### src/rtl/mem_arb_pkg.sv
// Shared constants for the memory port arbiter: word size, FSM encoding,
// owner encoding and counter width.
package mem_arb_pkg;

   // Default address/data width, matching the datapath word size.
   localparam int WORD_SIZE = 16;

   // Width of the latency and starvation counters (LATENCY, STARVE_LIMIT <= 15).
   localparam int CNT_W = 4;

   // FSM encoding, kept as plain constants for compatibility with legacy code.
   localparam logic [1:0] ST_IDLE   = 2'd0;
   localparam logic [1:0] ST_ACCESS = 2'd1;
   localparam logic [1:0] ST_RESP   = 2'd2;

   // Transaction owner encoding, as reported on owner_d.
   localparam logic OWNER_I = 1'b0;
   localparam logic OWNER_D = 1'b1;

endpackage

### src/rtl/mem_port_arbiter_if.sv
// Bundle of requester, memory and status signals around the arbiter.
// master: the arbiter itself. slave: the pipeline requesters plus memory model.
interface mem_port_arbiter_if #(
   parameter int WORD_SIZE = mem_arb_pkg::WORD_SIZE
);
   // Fetch requester
   logic                 i_req;
   logic [WORD_SIZE-1:0] i_addr;
   logic [WORD_SIZE-1:0] i_rdata;
   logic                 i_ready;
   // Data requester
   logic                 d_read;
   logic                 d_write;
   logic [WORD_SIZE-1:0] d_addr;
   logic [WORD_SIZE-1:0] d_wdata;
   logic [WORD_SIZE-1:0] d_rdata;
   logic                 d_ready;
   // Memory port
   logic                 m_read;
   logic                 m_write;
   logic [WORD_SIZE-1:0] m_addr;
   logic [WORD_SIZE-1:0] m_wdata;
   logic [WORD_SIZE-1:0] m_rdata;
   // Status
   logic                 busy;
   logic                 owner_d;
   logic                 proto_err;

   modport master (
      input  i_req, i_addr, d_read, d_write, d_addr, d_wdata, m_rdata,
      output i_rdata, i_ready, d_rdata, d_ready,
             m_read, m_write, m_addr, m_wdata, busy, owner_d, proto_err
   );

   modport slave (
      output i_req, i_addr, d_read, d_write, d_addr, d_wdata, m_rdata,
      input  i_rdata, i_ready, d_rdata, d_ready,
             m_read, m_write, m_addr, m_wdata, busy, owner_d, proto_err
   );

endinterface

### src/rtl/arb_starve_counter.sv
// Saturating loss counter for arbitration fairness: counts up on inc_i,
// holds at LIMIT, clears on clr_i (clear wins).
module arb_starve_counter #(
   parameter int LIMIT = 4,
   parameter int CNT_W = mem_arb_pkg::CNT_W
) (
   input  logic clk,
   input  logic reset_n,
   input  logic inc_i,
   input  logic clr_i,
   output logic at_limit_o
);

   localparam logic [CNT_W-1:0] LIMIT_C = CNT_W'(LIMIT);

   logic [CNT_W-1:0] cnt_q;
   logic [CNT_W-1:0] cnt_d;

   // Next count: clear has priority, increment saturates at LIMIT.
   always_comb begin
      // NOTE: every combinationally assigned signal gets a default first so no path leaves it unassigned (no latch).
      cnt_d = cnt_q;
      if (clr_i) begin
         cnt_d = '0;
      end else if (inc_i && (cnt_q != LIMIT_C)) begin
         cnt_d = cnt_q + 1'b1;
      end
   end

   // Count register.
   always_ff @(posedge clk or negedge reset_n) begin
      // NOTE: sequential state is written with non-blocking assignments only.
      if (!reset_n) begin
         cnt_q <= '0;
      end else begin
         cnt_q <= cnt_d;
      end
   end

   assign at_limit_o = (cnt_q == LIMIT_C);

endmodule

### src/rtl/mem_port_arbiter.sv
// Arbitrates one fixed-latency memory port between instruction fetch and the
// data stage. Data has fixed priority; after STARVE_LIMIT consecutive losses
// fetch is forced through. Each transaction: latch request, strobe the memory
// for LATENCY cycles, capture read data, pulse the owner's ready for one cycle.
module mem_port_arbiter #(
   parameter int WORD_SIZE    = mem_arb_pkg::WORD_SIZE,
   parameter int LATENCY      = 3,
   parameter int STARVE_LIMIT = 4
) (
   input logic                clk,
   input logic                reset_n,
   mem_port_arbiter_if.master bus
);
   import mem_arb_pkg::*;

   localparam logic [CNT_W-1:0] LAT_LOAD = CNT_W'(LATENCY - 1);

   logic [1:0]           state_q,   state_d;
   logic [CNT_W-1:0]     cnt_q,     cnt_d;
   logic [WORD_SIZE-1:0] addr_q,    addr_d;
   logic [WORD_SIZE-1:0] wdata_q,   wdata_d;
   logic                 wr_q,      wr_d;
   logic                 owner_q,   owner_d;
   logic                 perr_q,    perr_d;
   logic [WORD_SIZE-1:0] i_rdata_q, i_rdata_d;
   logic [WORD_SIZE-1:0] d_rdata_q, d_rdata_d;

   logic d_any;
   logic at_limit;
   logic grant_i;
   logic grant_d;
   logic in_access;

   assign d_any     = bus.d_read | bus.d_write;
   assign in_access = (state_q == ST_ACCESS);

   // Arbitration in IDLE: starved fetch first, then data, then fetch.
   always_comb begin
      grant_i = 1'b0;
      grant_d = 1'b0;
      if (state_q == ST_IDLE) begin
         if (at_limit && bus.i_req) begin
            grant_i = 1'b1;
         end else if (d_any) begin
            grant_d = 1'b1;
         end else if (bus.i_req) begin
            grant_i = 1'b1;
         end
      end
   end

   // Counts data grants that made a waiting fetch lose; any fetch grant clears it.
   arb_starve_counter #(
      .LIMIT (STARVE_LIMIT),
      .CNT_W (CNT_W)
   ) u_starve (
      .clk        (clk),
      .reset_n    (reset_n),
      .inc_i      (grant_d & bus.i_req),
      .clr_i      (grant_i),
      .at_limit_o (at_limit)
   );

   // FSM next state, request latching and read-data capture.
   always_comb begin
      state_d   = state_q;
      cnt_d     = cnt_q;
      addr_d    = addr_q;
      wdata_d   = wdata_q;
      wr_d      = wr_q;
      owner_d   = owner_q;
      perr_d    = perr_q;
      i_rdata_d = i_rdata_q;
      d_rdata_d = d_rdata_q;
      case (state_q)
         ST_IDLE: begin
            if (grant_d) begin
               // A simultaneous read+write executes as a write and is flagged.
               addr_d  = bus.d_addr;
               wdata_d = bus.d_wdata;
               wr_d    = bus.d_write;
               owner_d = OWNER_D;
               perr_d  = perr_q | (bus.d_read & bus.d_write);
               cnt_d   = LAT_LOAD;
               state_d = ST_ACCESS;
            end else if (grant_i) begin
               addr_d  = bus.i_addr;
               wdata_d = '0;
               wr_d    = 1'b0;
               owner_d = OWNER_I;
               cnt_d   = LAT_LOAD;
               state_d = ST_ACCESS;
            end
         end
         ST_ACCESS: begin
            if (cnt_q == '0) begin
               if (!wr_q) begin
                  if (owner_q == OWNER_D) begin
                     d_rdata_d = bus.m_rdata;
                  end else begin
                     i_rdata_d = bus.m_rdata;
                  end
               end
               state_d = ST_RESP;
            end else begin
               cnt_d = cnt_q - 1'b1;
            end
         end
         ST_RESP: begin
            state_d = ST_IDLE;
         end
         default: begin
            state_d = ST_IDLE;
         end
      endcase
   end

   // State and datapath registers; asynchronous reset aborts any transaction.
   always_ff @(posedge clk or negedge reset_n) begin
      if (!reset_n) begin
         // NOTE: these are a handful of flops, not a memory array, so all of them are reset; outputs must read 0 in reset.
         state_q   <= ST_IDLE;
         cnt_q     <= '0;
         addr_q    <= '0;
         wdata_q   <= '0;
         wr_q      <= 1'b0;
         owner_q   <= OWNER_I;
         perr_q    <= 1'b0;
         i_rdata_q <= '0;
         d_rdata_q <= '0;
      end else begin
         state_q   <= state_d;
         cnt_q     <= cnt_d;
         addr_q    <= addr_d;
         wdata_q   <= wdata_d;
         wr_q      <= wr_d;
         owner_q   <= owner_d;
         perr_q    <= perr_d;
         i_rdata_q <= i_rdata_d;
         d_rdata_q <= d_rdata_d;
      end
   end

   // Memory strobes come straight from state so reset drops them immediately;
   // address/data are forced to 0 whenever the port is idle.
   assign bus.m_read    = in_access & ~wr_q;
   assign bus.m_write   = in_access &  wr_q;
   assign bus.m_addr    = in_access ? addr_q : '0;
   assign bus.m_wdata   = (in_access & wr_q) ? wdata_q : '0;

   assign bus.i_ready   = (state_q == ST_RESP) & (owner_q == OWNER_I);
   assign bus.d_ready   = (state_q == ST_RESP) & (owner_q == OWNER_D);
   assign bus.i_rdata   = i_rdata_q;
   assign bus.d_rdata   = d_rdata_q;
   assign bus.busy      = (state_q != ST_IDLE);
   assign bus.owner_d   = owner_q;
   assign bus.proto_err = perr_q;

endmodule

### src/flat_wrapper.sv
// flat-port wrapper written by rule: the top's interface ports become plain ports
module mem_port_arbiter_flat import mem_arb_pkg::*;
#(
   parameter int WORD_SIZE    = mem_arb_pkg::WORD_SIZE,
   parameter int LATENCY      = 3,
   parameter int STARVE_LIMIT = 4
)
  (clk, reset_n, bus_i_req, bus_i_addr, bus_d_read, bus_d_write, bus_d_addr, bus_d_wdata, bus_m_rdata, bus_i_rdata, bus_i_ready, bus_d_rdata, bus_d_ready, bus_m_read, bus_m_write, bus_m_addr, bus_m_wdata, bus_busy, bus_owner_d, bus_proto_err);
  mem_port_arbiter_if #(.WORD_SIZE(WORD_SIZE)) bus_i ();
  input logic clk;
  input logic reset_n;
  input wire logic [$bits(bus_i.i_req)-1:0] bus_i_req;
  input wire logic [$bits(bus_i.i_addr)-1:0] bus_i_addr;
  input wire logic [$bits(bus_i.d_read)-1:0] bus_d_read;
  input wire logic [$bits(bus_i.d_write)-1:0] bus_d_write;
  input wire logic [$bits(bus_i.d_addr)-1:0] bus_d_addr;
  input wire logic [$bits(bus_i.d_wdata)-1:0] bus_d_wdata;
  input wire logic [$bits(bus_i.m_rdata)-1:0] bus_m_rdata;
  output wire logic [$bits(bus_i.i_rdata)-1:0] bus_i_rdata;
  output wire logic [$bits(bus_i.i_ready)-1:0] bus_i_ready;
  output wire logic [$bits(bus_i.d_rdata)-1:0] bus_d_rdata;
  output wire logic [$bits(bus_i.d_ready)-1:0] bus_d_ready;
  output wire logic [$bits(bus_i.m_read)-1:0] bus_m_read;
  output wire logic [$bits(bus_i.m_write)-1:0] bus_m_write;
  output wire logic [$bits(bus_i.m_addr)-1:0] bus_m_addr;
  output wire logic [$bits(bus_i.m_wdata)-1:0] bus_m_wdata;
  output wire logic [$bits(bus_i.busy)-1:0] bus_busy;
  output wire logic [$bits(bus_i.owner_d)-1:0] bus_owner_d;
  output wire logic [$bits(bus_i.proto_err)-1:0] bus_proto_err;
  assign bus_i.i_req = bus_i_req;
  assign bus_i.i_addr = bus_i_addr;
  assign bus_i.d_read = bus_d_read;
  assign bus_i.d_write = bus_d_write;
  assign bus_i.d_addr = bus_d_addr;
  assign bus_i.d_wdata = bus_d_wdata;
  assign bus_i.m_rdata = bus_m_rdata;
  assign bus_i_rdata = bus_i.i_rdata;
  assign bus_i_ready = bus_i.i_ready;
  assign bus_d_rdata = bus_i.d_rdata;
  assign bus_d_ready = bus_i.d_ready;
  assign bus_m_read = bus_i.m_read;
  assign bus_m_write = bus_i.m_write;
  assign bus_m_addr = bus_i.m_addr;
  assign bus_m_wdata = bus_i.m_wdata;
  assign bus_busy = bus_i.busy;
  assign bus_owner_d = bus_i.owner_d;
  assign bus_proto_err = bus_i.proto_err;
  mem_port_arbiter #(.WORD_SIZE(WORD_SIZE), .LATENCY(LATENCY), .STARVE_LIMIT(STARVE_LIMIT)) u_core (.clk(clk), .reset_n(reset_n), .bus(bus_i));
endmodule
### config.mk
export PLATFORM = sky130hd
export DESIGN_NAME = mem_port_arbiter_flat
export DESIGN_NICKNAME = d
export VERILOG_FILES = /design/src/rtl/mem_arb_pkg.sv /design/src/rtl/mem_port_arbiter_if.sv /design/src/rtl/arb_starve_counter.sv /design/src/rtl/mem_port_arbiter.sv /design/src/flat_wrapper.sv
export SDC_FILE = /design/constraint.sdc
export NUM_CORES = 1
export LEC_CHECK = 0
export CORE_AREA = 10 10 99 101
export CTS_BUF_LIST = sky130_fd_sc_hd__clkbuf_2 sky130_fd_sc_hd__clkbuf_4 sky130_fd_sc_hd__clkbuf_8
export DETAILED_ROUTE_END_ITERATION = 16
export DIE_AREA = 0 0 109 111
export GPL_TIMING_DRIVEN = 0
export PLACE_DENSITY_LB_ADDON = 0.2
export SYNTH_ARGS = -nofsm -noshare
export SYNTH_HDL_FRONTEND = slang
export SYNTH_SLANG_ARGS = --single-unit
### constraint.sdc
create_clock -name clk -period 3.3 [get_ports clk]
set_clock_uncertainty 0.1 [all_clocks]
set_input_delay 0.33 -clock clk [delete_from_list [all_inputs] [get_ports clk]]
set_output_delay 0.33 -clock clk [all_outputs]
set_load 0.005 [all_outputs]
==> impl_metrics.toml, run 1 <==
[run_status]
outcome = "finished, final reports clean"

[placement]
port_buffers = 138
place_ws_ps = 745
dpl.cell_count = 542
hpwl_um = 8380
gp_congestion = 0.859
placed_area_mm2 = 0.00526

[run]
drv_cap = 0

[routing]
wl_per_cell_um = 19.9
drt_pre_antenna_iters = 4
vias = 3075
drt_iter0_drc = 102
route.detailed.drc = 0
vias_per_cell = 5.50
finalWirelength_um = 11100
ant_nets = 0

[finish]
final_nets = 522
mostFrequentLayoutCells = "clkdlybuf4s50_1, dfrtp_1, mux2_2"
diodes = 0
stdcell_count = 559
nFillCells = 602
layout_commonest_cell = "clkdlybuf4s50_1"
final_util_pct = 68.4
drive_gt1_share_pct = 16.3
syn_to_final_growth_pct = 46.4
stdcell_area_mm2 = 0.00545

[sta]
finalSetupViolCount = 0
rsz0062_at_grt = "no"
holdWs_ps = 265
setup_ws_ps = 332
max_freq_mhz = 337
fin_crit_sh_pct = 89.9
period_needed_ps = 2970
slew_viol_final = 0
worst_pin_slew_ps = 534
slew_headroom_pct = 64.2
hold_viol = 0
totalNegativeSetupSlack_ps = 0

[global_routing]
antenna_found_initial = 0
grt-ovfl-total = 0
track_usage_pct = 18.3
grt_pass1_wl_um = 17700
grt_max_degree = 52
first_global_vias = 3377

[synthesis]
ys_warn_count = 0
synth_cells = 298
synth-seq-cells = 77
syn-cell-area_mm2 = 0.00372
synth_edf_count = 0
avgSynthCellArea_um2 = 12.5
synthArstFlopShare_pct = 100
synth_seq_area_share_pct = 51.7
synth_fp_nets = 371
synth_cell_types = 51
synth_top_flop_cell = "dfrtp_1"

[clocking]
clkTransAtPathRegs_ps = 80
cts-root-buf = "clkbuf_8"
clock_path_buffers = 2
clock_latency_ps = 350
clock_sink_count = 77
htree_levels = 3
cts_resized = 0
cts_tree = "done"
cts_made_buffers = 9

[power]
leakage_nw = 2.31
p_total_mw = 4.66
power_density_mw_per_mm2 = 854
ir_drop_mv = 0.380

[floorplan]
coreArea_mm2 = 0.00797
ios = 140
initial_core_util_pct = 46.7
die_area_mm2 = 0.0121
rows = 33
die_w_um = 109
die_h_um = 111

[setup_path]
critPathRequiredTime_ps = 2870
crit-reg2reg-launch = "u_core.cnt_q[0]"
cp.arrival_ps = 2540
path_class = "flop to output pin"
startpoint = "u_core.state_q[1]"
worstSetupStartpointType = "flop"
cp_max_fo = 10
end_kind = "output pin"

[hold_path]
hold_path.class = "input pin to flop"
min-delay-start = "bus_i_req"
-- layer usage --
| layer | vias to the layer above | routed length [um] | track usage (%) |
|---|---|---|---|
| li1 | 1428 | - | - |
| met2 | 112 | 5320 | 28.4 |
| met1 | 1518 | 4560 | 22.6 |
| met4 | 0 | 222 | 6.51 |
| met3 | 17 | 1010 | 6.69 |
| met5 | - | 0 | 0 |
-- area by class of cell --
cell class / instances / area [um^2] / area share, %
flip-flops and latches: 77 / 1930 / 35.3
multi-input cells: 186 / 1610 / 29.5
repair buffers: 140 / 1420 / 26.0
plain buffers: 25 / 153 / 2.80
well taps: 105 / 131 / 2.41
clock buffers: 9 / 124 / 2.27
clock inverters: 7 / 57.6 / 1.06
inverters: 10 / 37.5 / 0.688
-- power breakdown --
part | internal (mW) | switching [mW]
sequential | 1.37 | 0.270
combinational | 1.45 | 0.909
clock | 0.283 | 0.379
-- cell families (layout without fill, tap and decap cells) --
| kind of cell | Yosys count | after routing | synth area share, % |
|---|---|---|---|
| buf+inv | 35 | 191 | 5.11 |
| flops | 77 | 77 | 51.7 |
| fa+ha+maj | 4 | 4 | 1.34 |
| simple gates | 65 | 65 | 12.3 |
| compound gates | 82 | 82 | 18.0 |
| mux | 35 | 35 | 11.5 |
-- worst max-delay path: stages (launching register included) --
cell             delay, ps
dfrtp_1                410
buf_2                  200
nor2_1                 360
clkbuf_1               480
and3_1                 240
clkdlybuf4s50_1        510
-- path summary, 6_finish.rpt --
| check | to | cells after the start | slack (ps) |
|---|---|---|---|
| max in group asynchronous | u_core.bus.i_rdata[6] | 3 | 2200 |
| min in group asynchronous | u_core.cnt_q[2] | 2 | 340 |
| worst max-delay path | bus_m_wdata[14] | 5 | 330 |
| worst max register to register | u_core.bus.i_rdata[11] | 7 | 1140 |
| worst min-delay path | u_core.u_starve.cnt_q[2] | 3 | 260 |
| worst min register to register | u_core.bus.proto_err | 1 | 370 |
-- timing repair --
action / 4_1_cts / 5_1_grt
hold buffers: 1 / 0
endpoints found under the hold margin: 26 / 0
buffers inserted: 0 / 0
-- state kept, by name, summed over array words and instances, names as in the netlist --
name                   cells
u_core.addr_q             16
u_core.bus.owner_d         1
u_core.bus.d_rdata        16
u_core.bus.i_rdata        16
u_core.cnt_q               4
u_core.u_starve.cnt_q      4
u_core.bus.proto_err       1
u_core.wdata_q            16
u_core.wr_q                1
u_core.state_q             2
-- cells in the mapped netlist (2+ instances only) --
| master | instances | area share [%] |
|---|---|---|
| nor3_1 | 2 | 0.27 |
| mux2_2 | 21 | 6.4 |
| and3_1 | 17 | 2.9 |
| a2bb2oi_1 | 16 | 3.8 |
| nand2b_1 | 2 | 0.34 |
| clkbuf_1 | 11 | 1.1 |
| o2bb2ai_1 | 2 | 0.47 |
| buf_6 | 3 | 0.91 |
| nor2_1 | 3 | 0.30 |
| o21ai_0 | 2 | 0.27 |
| inv_1 | 9 | 0.91 |
| buf_2 | 7 | 0.94 |
| nand2_1 | 3 | 0.30 |
| ha_1 | 4 | 1.3 |
| dfrtp_1 | 77 | 52 |
| mux2i_1 | 3 | 0.81 |
| nor3b_4 | 2 | 1.0 |
| a31oi_1 | 2 | 0.34 |
| nor2_2 | 2 | 0.34 |
| and2_1 | 17 | 2.9 |
| nand3_1 | 3 | 0.40 |
| o22ai_1 | 3 | 0.50 |
| a311oi_1 | 16 | 3.8 |
| a21o_1 | 3 | 0.60 |
| a22o_1 | 17 | 4.0 |
| o31ai_1 | 16 | 3.2 |
| mux2_4 | 10 | 4.0 |
| buf_1 | 2 | 0.20 |
Power figures use the tool's default switching activity.
==> run 2: changes to the inputs <==
--- a/config.mk
+++ b/config.mk
@@ -5,10 +5,11 @@
 export SDC_FILE = /design/constraint.sdc
 export NUM_CORES = 1
 export LEC_CHECK = 0
-export CORE_AREA = 10 10 99 101
+export ABC_AREA = 1
+export CORE_AREA = 10 10 98 100
 export CTS_BUF_LIST = sky130_fd_sc_hd__clkbuf_2 sky130_fd_sc_hd__clkbuf_4 sky130_fd_sc_hd__clkbuf_8
 export DETAILED_ROUTE_END_ITERATION = 16
-export DIE_AREA = 0 0 109 111
+export DIE_AREA = 0 0 108 110
 export GPL_TIMING_DRIVEN = 0
 export PLACE_DENSITY_LB_ADDON = 0.2
 export SYNTH_ARGS = -nofsm -noshare
==> run 2 against run 1 <==
  * Area after synthesis fell by 0.60%
  * First-iteration DRC count rose by 27%
  * Synthesized cell count rose by 57%
  * Final cell count rose by 30%
  * Maximum frequency rose by 13%
  * Core utilization rose by 3.4 points
  * Die area fell by 1.8%
==> impl_metrics.toml, run 2 <==
[run_status]
outcome = "finished, final reports clean"

[floorplan]
rows = 32
die_h_um = 110
coreArea_mm2 = 0.00765
ios = 140
initial_core_util_pct = 48.4
die_area_mm2 = 0.0119
die_w_um = 108

[routing]
drt_pre_antenna_iters = 4
route.detailed.drc = 0
finalWirelength_um = 10400
vias = 3404
wl_per_cell_um = 14.3
ant_nets = 0
drt_iter0_drc = 130
vias_per_cell = 4.69

[sta]
hold_viol = 0
worst_pin_slew_ps = 458
fin_crit_sh_pct = 79.3
max_freq_mhz = 382
slew_headroom_pct = 69.5
period_needed_ps = 2620
slew_viol_final = 0
rsz0062_at_grt = "no"
finalSetupViolCount = 0
holdWs_ps = 354

[global_routing]
track_usage_pct = 17.5
grt_max_degree = 48
first_global_vias = 3477
antenna_found_initial = 0
grt_pass1_wl_um = 16700
grt-ovfl-total = 0

[clocking]
cts_setup_buffers = 0
cts_made_buffers = 9
clock_sink_count = 77
clkTransAtPathRegs_ps = 80
htree_levels = 3
cts-root-buf = "clkbuf_8"
clock_latency_ps = 330
cts_resized = 0
cts_tree = "done"
clock_path_buffers = 2
ctsHoldBuffers = 1

[synthesis]
synth_common_cells = "nand2_1, inv_1, dfrtp_1, nor2_1, o21ai_0"
synthMuxAreaShare_pct = 0
synth_compound_area_share_pct = 8.52
avgSynthCellArea_um2 = 7.93
yosysTopAreaCellShare_pct = 52.1
synthArstFlopShare_pct = 100
synth-simple-area-share_pct = 25.7
synth_fp_nets = 540
synth_top_cell_by_area = "dfrtp_1"
synth_seq_area_share_pct = 52.1
synth_top_family_by_area = "simple AND/OR/NAND/NOR gates"
synth_cell_types = 27
ys_warn_count = 0
synth_top_flop_cell = "dfrtp_1"
yosys.area_share.xor_xnor_pct = 0.710
synthTopCellsByArea = "dfrtp_1, nand2_1, inv_1, o21ai_0, nor2_1"
synth_edf_count = 0
synth_cells = 467
syn-cell-area_mm2 = 0.00370
synth-seq-cells = 77
synthAdderAreaFrac_pct = 1.35
yosysMostFrequentCell = "nand2_1"

[finish]
drive_gt1_share_pct = 8.49
final_nets = 692
stdcell_count = 726
nFillCells = 633
layout_commonest_cell = "nand2_1"
diodes = 0
syn_to_final_growth_pct = 48.3
mostFrequentLayoutCells = "nand2_1, clkdlybuf4s50_1, inv_1"

[placement]
port_buffers = 139
gp_congestion = 0.816
hpwl_um = 8060
dpl.cell_count = 709

[setup_path]
worstSetupStartpointType = "flop"
cp_max_fo = 10
cp.arrival_ps = 2190
path_class = "flop to output pin"
critPathRequiredTime_ps = 2870
end_kind = "output pin"

[power]
power_density_mw_per_mm2 = 900
ir_drop_mv = 0.555
leakage_nw = 2.71

[run]
drv_cap = 0

[hold_path]
hold_path.class = "input pin to async pin"
-- run 2: cell type report --
cell class              instances  area (um^2)  area share [%]
flip-flops and latches         77         1930            35.1
repair buffers                141         1430            26.0
multi-input cells             286         1340            24.4
inverters                      85          319            5.81
clock buffers                  13          166            3.03
well taps                     102          128            2.33
plain buffers                  19          114            2.07
clock inverters                 3         67.6            1.23
-- run 2: worst paths after layout --
path	from	slack [ps]	depth (start not counted)	end
worst max register to register	u_core.u_starve.cnt_q[0]	1490	10	u_core.addr_q[8]
worst min register to register	u_core.addr_q[11]	380	2	u_core.addr_q[11]
min in group clk	u_core.addr_q[11]	380	2	u_core.addr_q[11]
worst min-delay path	reset_n	350	2	u_core.bus.d_rdata[1]
max in group asynchronous	reset_n	2180	3	u_core.addr_q[0]
worst max-delay path	u_core.state_q[0]	680	9	bus_m_wdata[11]
-- run 2: critical path, stage by stage (launching register included) --
cell and delay [ps]:
dfrtp_1 390, inv_1 80, nor2_4 150, inv_2 60
buf_6 140, nor2_4 90, inv_2 80, buf_2 190
nor2_1 120, clkdlybuf4s50_1 540
-- run 2: power breakdown --
group	switching (mW)	internal [mW]	total [mW]	leakage, nW
registers	0.233	1.40	1.64	0.944
clock network	0.325	0.485	0.810	0.117
logic	1.28	1.22	2.49	1.65
total	1.84	3.11	4.94	2.71
-- run 2: kinds of logic (layout without fill, tap and decap cells) --
logic type,count (synthesis),count (layout)
AO/OA/AOI/OAI,58,58
AND/OR/NAND/NOR,221,221
XOR/XNOR,3,3
adder cells (fa/ha/maj),4,4
flip-flops,77,77
buffers and inverters,104,261
-- run 2: through the flow --
| stage | power, mW | worst slack, ps | util (%) | cell area [um^2] | setup TNS [ps] |
|---|---|---|---|---|---|
| finish | 4.94 | 684 | 71.8 | 5490 | 0 |
| global route | 5.38 | 566 | 71.8 | 5490 | 0 |
| CTS | 5.00 | 678 | 71.8 | 5490 | 0 |
| detailed placement | 4.17 | 1040 | 68.6 | 5250 | 0 |
| global placement | 4.07 | -913 | 68.3 | 5220 | -69860 |
| floorplan | 2.91 | 1720 | - | 3700 | 0 |
-- run 2: layer usage --
layer / track usage (%) / part of all wire, % / up-vias
met2: 28.2 / 47 / 109
met4: 3.44 / 0.82 / 0
met5: 0 / 0 / -
li1: - / - / 1720
met3: 8.94 / 12 / 9
met1: 20.6 / 41 / 1566
